### config.mk
export PLATFORM = sky130hd
export DESIGN_NAME = hazard_stall_unit
export DESIGN_NICKNAME = d
export VERILOG_FILES = /design/src/rtl/hazard_pkg.sv /design/src/rtl/mem_wait_fsm.sv /design/src/rtl/hazard_stall_unit.sv
export SDC_FILE = /design/constraint.sdc
export NUM_CORES = 1
export LEC_CHECK = 0
export ABC_AREA = 1
export BUFFER_PORTS_ARGS = -buffer_cell sky130_fd_sc_hd__buf_2
export CAP_MARGIN = 25
export CORE_MARGIN = 3
export CORE_UTILIZATION = 47
export CTS_BUF_LIST = sky130_fd_sc_hd__clkbuf_8 sky130_fd_sc_hd__clkbuf_16
export CTS_CLUSTER_DIAMETER = 120
export CTS_CLUSTER_SIZE = 8
export DETAILED_ROUTE_END_ITERATION = 6
export GPL_ROUTABILITY_DRIVEN = 0
export PLACE_DENSITY_LB_ADDON = 0.3
export SYNTH_ARGS = -nofsm -noshare
export SYNTH_HDL_FRONTEND = slang
export SYNTH_SLANG_ARGS = --single-unit
### constraint.sdc
create_clock -name clk -period 1.4 [get_ports clk]
set_clock_uncertainty 0.15 [all_clocks]
set_input_delay 0.28 -clock clk [delete_from_list [all_inputs] [get_ports clk]]
set_output_delay 0.28 -clock clk [all_outputs]
set_load 0.005 [all_outputs]
### src/rtl/hazard_pkg.sv
// Shared types and constants for the hazard / stall control slice.
package hazard_pkg;

  localparam int unsigned REG_W = 5;

  // Architectural zero register: never a real dependency.
  localparam logic [REG_W-1:0] ZERO_REG = '0;

  typedef enum logic {
    IDLE = 1'b0,
    WAIT = 1'b1
  } mem_wait_state_t;

  // Pipeline-register hold/clear controls, one bit per named control.
  typedef struct packed {
    logic stall_f;
    logic stall_d;
    logic stall_e;
    logic stall_m;
    logic flush_d;
    logic flush_e;
  } pipe_ctrl_t;

  // Priority resolution: memory wait, then taken branch, then load-use.
  function automatic pipe_ctrl_t resolve_ctrl(
    input logic mem_stall,
    input logic branch_taken,
    input logic load_use
  );
    pipe_ctrl_t c;
    c = '0;
    if (mem_stall) begin
      // Whole pipe freezes; branch/load-use wait until E is released.
      c.stall_f = 1'b1;
      c.stall_d = 1'b1;
      c.stall_e = 1'b1;
      c.stall_m = 1'b1;
    end else if (branch_taken) begin
      // Squash the two wrong-path instructions behind the branch.
      c.flush_d = 1'b1;
      c.flush_e = 1'b1;
    end else if (load_use) begin
      // Hold F/D one cycle and inject a bubble into E.
      c.stall_f = 1'b1;
      c.stall_d = 1'b1;
      c.flush_e = 1'b1;
    end
    return c;
  endfunction

endpackage

### src/rtl/mem_wait_fsm.sv
// Tracks multi-cycle data-memory waits and raises a sticky timeout flag.
module mem_wait_fsm
  import hazard_pkg::*;
#(
  parameter int unsigned MAX_WAIT = 15,
  parameter int unsigned CNT_W    = 4
) (
  input  logic clk,
  input  logic rst_n,
  input  logic memStall,
  input  logic MemReqM,
  input  logic MemReadyM,
  output logic MemTimeout
);

  // CNT_W must be wide enough that the limit is reachable: 2^CNT_W > MAX_WAIT.
  localparam logic [CNT_W-1:0] CNT_MAX   = {CNT_W{1'b1}};
  localparam logic [CNT_W-1:0] CNT_LIMIT = CNT_W'(MAX_WAIT);

  mem_wait_state_t  r_state;
  logic [CNT_W-1:0] r_cnt;
  logic             r_timeout;

  logic w_release;
  logic w_at_limit;

  // The access ends when memory answers or the request goes away.
  assign w_release  = MemReadyM | ~MemReqM;
  assign w_at_limit = (r_state == WAIT) & ~w_release & (r_cnt == CNT_LIMIT);

  // Wait state, saturating wait counter and sticky timeout flag.
  always_ff @(posedge clk or negedge rst_n) begin
    if (!rst_n) begin
      r_state   <= IDLE;
      r_cnt     <= '0;
      r_timeout <= 1'b0;
    end else begin
      if (w_at_limit) begin
        r_timeout <= 1'b1;
      end
      case (r_state)
        IDLE: begin
          if (memStall) begin
            r_state <= WAIT;
            r_cnt   <= CNT_W'(1);
          end
        end
        WAIT: begin
          if (w_release) begin
            r_state <= IDLE;
            r_cnt   <= '0;
          end else if (r_cnt != CNT_MAX) begin
            r_cnt <= r_cnt + CNT_W'(1);
          end
        end
        default: begin
          r_state <= IDLE;
          r_cnt   <= '0;
        end
      endcase
    end
  end

  assign MemTimeout = r_timeout;

endmodule

### src/rtl/hazard_stall_unit.sv
// MEM/WB destination tracking for forwarding plus pipeline stall/flush control.
module hazard_stall_unit #(
  parameter int unsigned REG_W    = hazard_pkg::REG_W,
  parameter int unsigned MAX_WAIT = 15,
  parameter int unsigned CNT_W    = 4
) (
  input  logic             clk,
  input  logic             rst_n,
  input  logic [REG_W-1:0] Rs1D,
  input  logic [REG_W-1:0] Rs2D,
  input  logic [REG_W-1:0] RdE,
  input  logic             RegWriteE,
  input  logic             IsLoadE,
  input  logic             PCSrcE,
  input  logic             MemReqM,
  input  logic             MemReadyM,
  output logic [REG_W-1:0] RdM,
  output logic [REG_W-1:0] RdW,
  output logic             RegWriteM,
  output logic             RegWriteW,
  output logic             StallF,
  output logic             StallD,
  output logic             StallE,
  output logic             StallM,
  output logic             FlushD,
  output logic             FlushE,
  output logic             MemTimeout
);

  localparam logic [REG_W-1:0] ZERO_IDX = REG_W'(hazard_pkg::ZERO_REG);

  logic w_mem_stall;
  logic w_load_use;
  logic w_rd_nonzero;
  logic w_src_match;

  hazard_pkg::pipe_ctrl_t w_ctrl_raw;
  hazard_pkg::pipe_ctrl_t w_ctrl;

  logic [REG_W-1:0] r_rd_m;
  logic [REG_W-1:0] r_rd_w;
  logic             r_regwrite_m;
  logic             r_regwrite_w;

  // Zero-latency memory stall: request outstanding and not yet answered.
  assign w_mem_stall = MemReqM & ~MemReadyM;

  // Load in E feeding an operand of the instruction in D.
  assign w_rd_nonzero = (RdE != ZERO_IDX);
  assign w_src_match  = (RdE == Rs1D) | (RdE == Rs2D);
  assign w_load_use   = IsLoadE & RegWriteE & w_rd_nonzero & w_src_match;

  // Prioritised controls, forced quiet while reset is asserted.
  assign w_ctrl_raw = hazard_pkg::resolve_ctrl(w_mem_stall, PCSrcE, w_load_use);
  assign w_ctrl     = rst_n ? w_ctrl_raw : '0;

  assign StallF = w_ctrl.stall_f;
  assign StallD = w_ctrl.stall_d;
  assign StallE = w_ctrl.stall_e;
  assign StallM = w_ctrl.stall_m;
  assign FlushD = w_ctrl.flush_d;
  assign FlushE = w_ctrl.flush_e;

  // MEM tracking: follow E unless MEM is held; E-bubbles arrive via RegWriteE.
  always_ff @(posedge clk or negedge rst_n) begin
    if (!rst_n) begin
      r_rd_m       <= '0;
      r_regwrite_m <= 1'b0;
    end else if (!w_ctrl.stall_m) begin
      r_rd_m       <= RdE;
      r_regwrite_m <= RegWriteE;
    end
  end

  // WB tracking: bubble into WB while memory stalls, otherwise follow MEM.
  always_ff @(posedge clk or negedge rst_n) begin
    if (!rst_n) begin
      r_rd_w       <= '0;
      r_regwrite_w <= 1'b0;
    end else if (w_mem_stall) begin
      r_regwrite_w <= 1'b0;
    end else begin
      r_rd_w       <= r_rd_m;
      r_regwrite_w <= r_regwrite_m;
    end
  end

  assign RdM       = r_rd_m;
  assign RdW       = r_rd_w;
  assign RegWriteM = r_regwrite_m;
  assign RegWriteW = r_regwrite_w;

  // Wait-duration tracking and timeout detection.
  mem_wait_fsm #(
    .MAX_WAIT (MAX_WAIT),
    .CNT_W    (CNT_W)
  ) u_mem_wait_fsm (
    .clk        (clk),
    .rst_n      (rst_n),
    .memStall   (w_mem_stall),
    .MemReqM    (MemReqM),
    .MemReadyM  (MemReadyM),
    .MemTimeout (MemTimeout)
  );

endmodule

==> results.py <==
metrics = {
    "detailed_routing": {
        "via_per_inst": 4.70,
        "vias": 1039,
        "avgRoutedWirePerCell_um": 11.0,
        "drt_iter0_drc": 16,
        "drt-pass1-iter-count": 4,
        "postRouteAntennaNets": 0,
        "drc_errors": 0,
        "drt_wl_total_mm": 2.44,
    },
    "placed_design": {
        "dp_slack_ns": -0.122,
        "place_area_mm2": 0.00130,
        "hpwl_mm": 1.82,
        "io_buffers": 40,
    },
    "sta": {
        "tightest_slew_ns": 0.233,
        "slew_viol_final": 0,
        "max_freq_ghz": 0.647,
        "rsz0062_at_grt": "true",
        "tns_ns": -0.412,
        "period_share_pct": 110,
        "setup_viol": 3,
        "finalCriticalPeriod_ns": 1.54,
        "slew_headroom_pct": 84.5,
        "hold_viol": 0,
        "fin_ws_ns": -0.145,
    },
    "final_layout": {
        "drive_gt1_share_pct": 43.3,
        "nets": 218,
        "design_area_mm2": 0.00150,
        "final_util_pct": 74.8,
        "syn2layout_area_growth_pct": 48.3,
        "fillerInstances": 161,
        "final_cell_mix": "nand2_1, buf_2, dfrtp_1, inv_1, buf_4",
        "antennaDiodeCount": 0,
        "final_common_cell": "nand2_1",
    },
    "global_routing": {
        "met3_usage_pct": 2.85,
        "grt_max_degree": 19,
        "grt_first_pass_wirelength_mm": 3.65,
        "grtUsageMet1_pct": 20.3,
        "antenna_found_initial": 0,
        "grt_use_met2_pct": 33.3,
        "groute.usage.overall_pct": 18.3,
        "grt-busiest-layer": "met2",
        "first_global_vias": 921,
        "grt_remaining_overflow": 0,
    },
    "setup_path": {
        "worstPathMaxFanout": 2,
        "crit_path_frequent_cell": "nand2_1",
        "worstSetupPathType": "input port to output port",
        "critPathCaptureType": "output port",
        "crit_arrival_ns": 1.11,
        "max_stage_delay_ns": 0.12,
        "crit_chain": "buf_2 > inv_1 > nand2_2 > nand2_1 > nor2_1 > nand3_1 > nand2_1 > nand3_1 > nand2_1 > buf_2",
        "startpoint_type": "input port",
        "cpMaxStageDelayCell": "nor2_1",
        "worstPathRequired_ns": 0.97,
    },
    "power_and_ir_drop": {
        "internal_power_mw": 0.960,
        "seqPwrFrac_pct": 44.9,
        "power_frac_comb_pct": 22.7,
        "peakVddDrop_uv": 479,
        "power_density_mw_per_mm2": 868,
        "power.total_mw": 1.30,
        "p_leak_nw": 0.847,
        "switching_share_pct": 26.2,
        "switching_power_mw": 0.340,
        "clkPwrFrac_pct": 32.3,
    },
    "logic_synthesis": {
        "ys_seq_area_share_pct": 44.6,
        "syn_nets": 160,
        "synthTopCellsByArea": "dfrtp_1, nand2_1, inv_1",
        "ys_warn_count": 0,
        "yosysTopAreaCell": "dfrtp_1",
        "avgSynthCellArea_um2": 7.37,
        "yosysTopAreaCellShare_pct": 44.6,
        "syn_area_mm2": 0.00101,
        "synth_cells": 137,
        "ys_types": 23,
        "synth.ff_latch_count": 18,
    },
    "floorplan": {
        "dieArea_mm2": 0.00274,
        "start_util_pct": 50.4,
        "die_h_um": 52.4,
        "dieWidth_um": 52.4,
        "ioPinCount": 41,
        "core_mm2": 0.00200,
        "rows": 16,
    },
    "clock_tree": {
        "cts_inserted_buffers": 3,
        "cts_sinks": 18,
        "tritoncts": "yes",
        "clockBufferDepth": 2,
        "insertion_delay_ns": 0.25,
        "cts-htree-levels": 1,
        "clockRootBuffer": "clkbuf_8",
        "clk_pin_slew_ns": 0.06,
    },
    "run_status": {
        "violations": "setup timing",
        "outcome": "finished with violations",
    },
    "min_path": {
        "min_path_type": "input port to register",
    },
    "run": {
        "drv_cap": 0,
    },
}
==> critical path, delay by kind of cell <==
kind                   cells  cell delay (ns)
buffers and inverters      3             0.26
AND/OR/NAND/NOR            7             0.58
==> registers in the layout, indices dropped and copies added (netlist names) <==
signal and cells:
RegWriteM 1, u_mem_wait_fsm.r_state 1, u_mem_wait_fsm.r_cnt 4, RegWriteW 1, RdM 5, u_mem_wait_fsm.MemTimeout 1
RdW 5
==> power by group through the flow <==
stage,combinational (mW),sequential [mW],clock (mW)
after floorplan,0.114,0.596,0
after global placement,0.242,0.591,0
after detailed placement,0.251,0.594,0
after global routing,0.331,0.588,0.442
after CTS,0.265,0.584,0.429
final,0.296,0.584,0.421
==> logic make-up (layout without fill, tap and decap cells) <==
family,after synthesis,after routing,share of synthesized area [%]
adder cells (fa/ha/maj),1,1,1.24
AND/OR/NAND/NOR,76,76,32.0
AO/OA/AOI/OAI,11,11,6.69
flip-flops,18,18,44.6
XOR/XNOR,3,3,2.60
buffers and inverters,28,85,12.9
==> through the flow <==
step	hold slack, ns	std cells
global placement	0.126	213
detailed placement	0.131	213
finish	0.138	221
floorplan	-0.166	137
CTS	0.140	218
global route	0.187	221
==> routing by layer <==
metal  part of all wire, %  vias to the layer above  wire length (µm)
li1                      -                      531                 -
met4                   2.3                        0                57
met3                   6.9                        6               168
met1                    38                      465               935
met2                    52                       37              1280
met5                     0                        -                 0
==> synth_stat cells <==
library cell   n
nand2_1       49
dfrtp_1       18
inv_1         17
nor2_1        12
nand3_1        8
inv_2          4
o21ai_1        4
buf_4          2
buf_6          2
clkinv_1       2
nand4_1        2
nor2_4         2
o21ai_0        2
o22ai_1        2
or2_2          2
xnor2_1        2
a21oi_2        1
ha_1           1
inv_4          1
nor2_2         1
o21ai_2        1
o31ai_1        1
xor2_1         1
==> what timing repair did <==
item / in CTS / in global routing
resized for setup: 10 / 19
hold buffers: 1 / 0
setup buffers: 0 / 3
endpoints found under the hold margin: 18 / 0
pin swaps: 8 / 13
endpoints found under the setup margin: 3 / 8
==> final timing paths <==
check	startpoint	end	slack, ns	cells after the start
max	Rs1D[1]	StallF	-0.14	10
min	RegWriteE	RegWriteM	0.14	3
max reg2reg	u_mem_wait_fsm.r_cnt[0]	u_mem_wait_fsm.MemTimeout	0.12	4
min reg2reg	RdW[0]	RdW[0]	0.33	2
max in group asynchronous	rst_n	RdM[4]	0.50	3
min in group asynchronous	rst_n	u_mem_wait_fsm.MemTimeout	0.41	3
==> final cells by class <==
cell class | count | area (µm²) | share of cell area (%)
clock buffers | 4 | 55.1 | 3.68
inverters | 24 | 96.3 | 6.43
multi-input cells | 91 | 467 | 31.2
flip-flops and latches | 18 | 450 | 30.1
well taps | 27 | 33.8 | 2.26
repair buffers | 57 | 395 | 26.4
(Power assumes the default switching activity.)
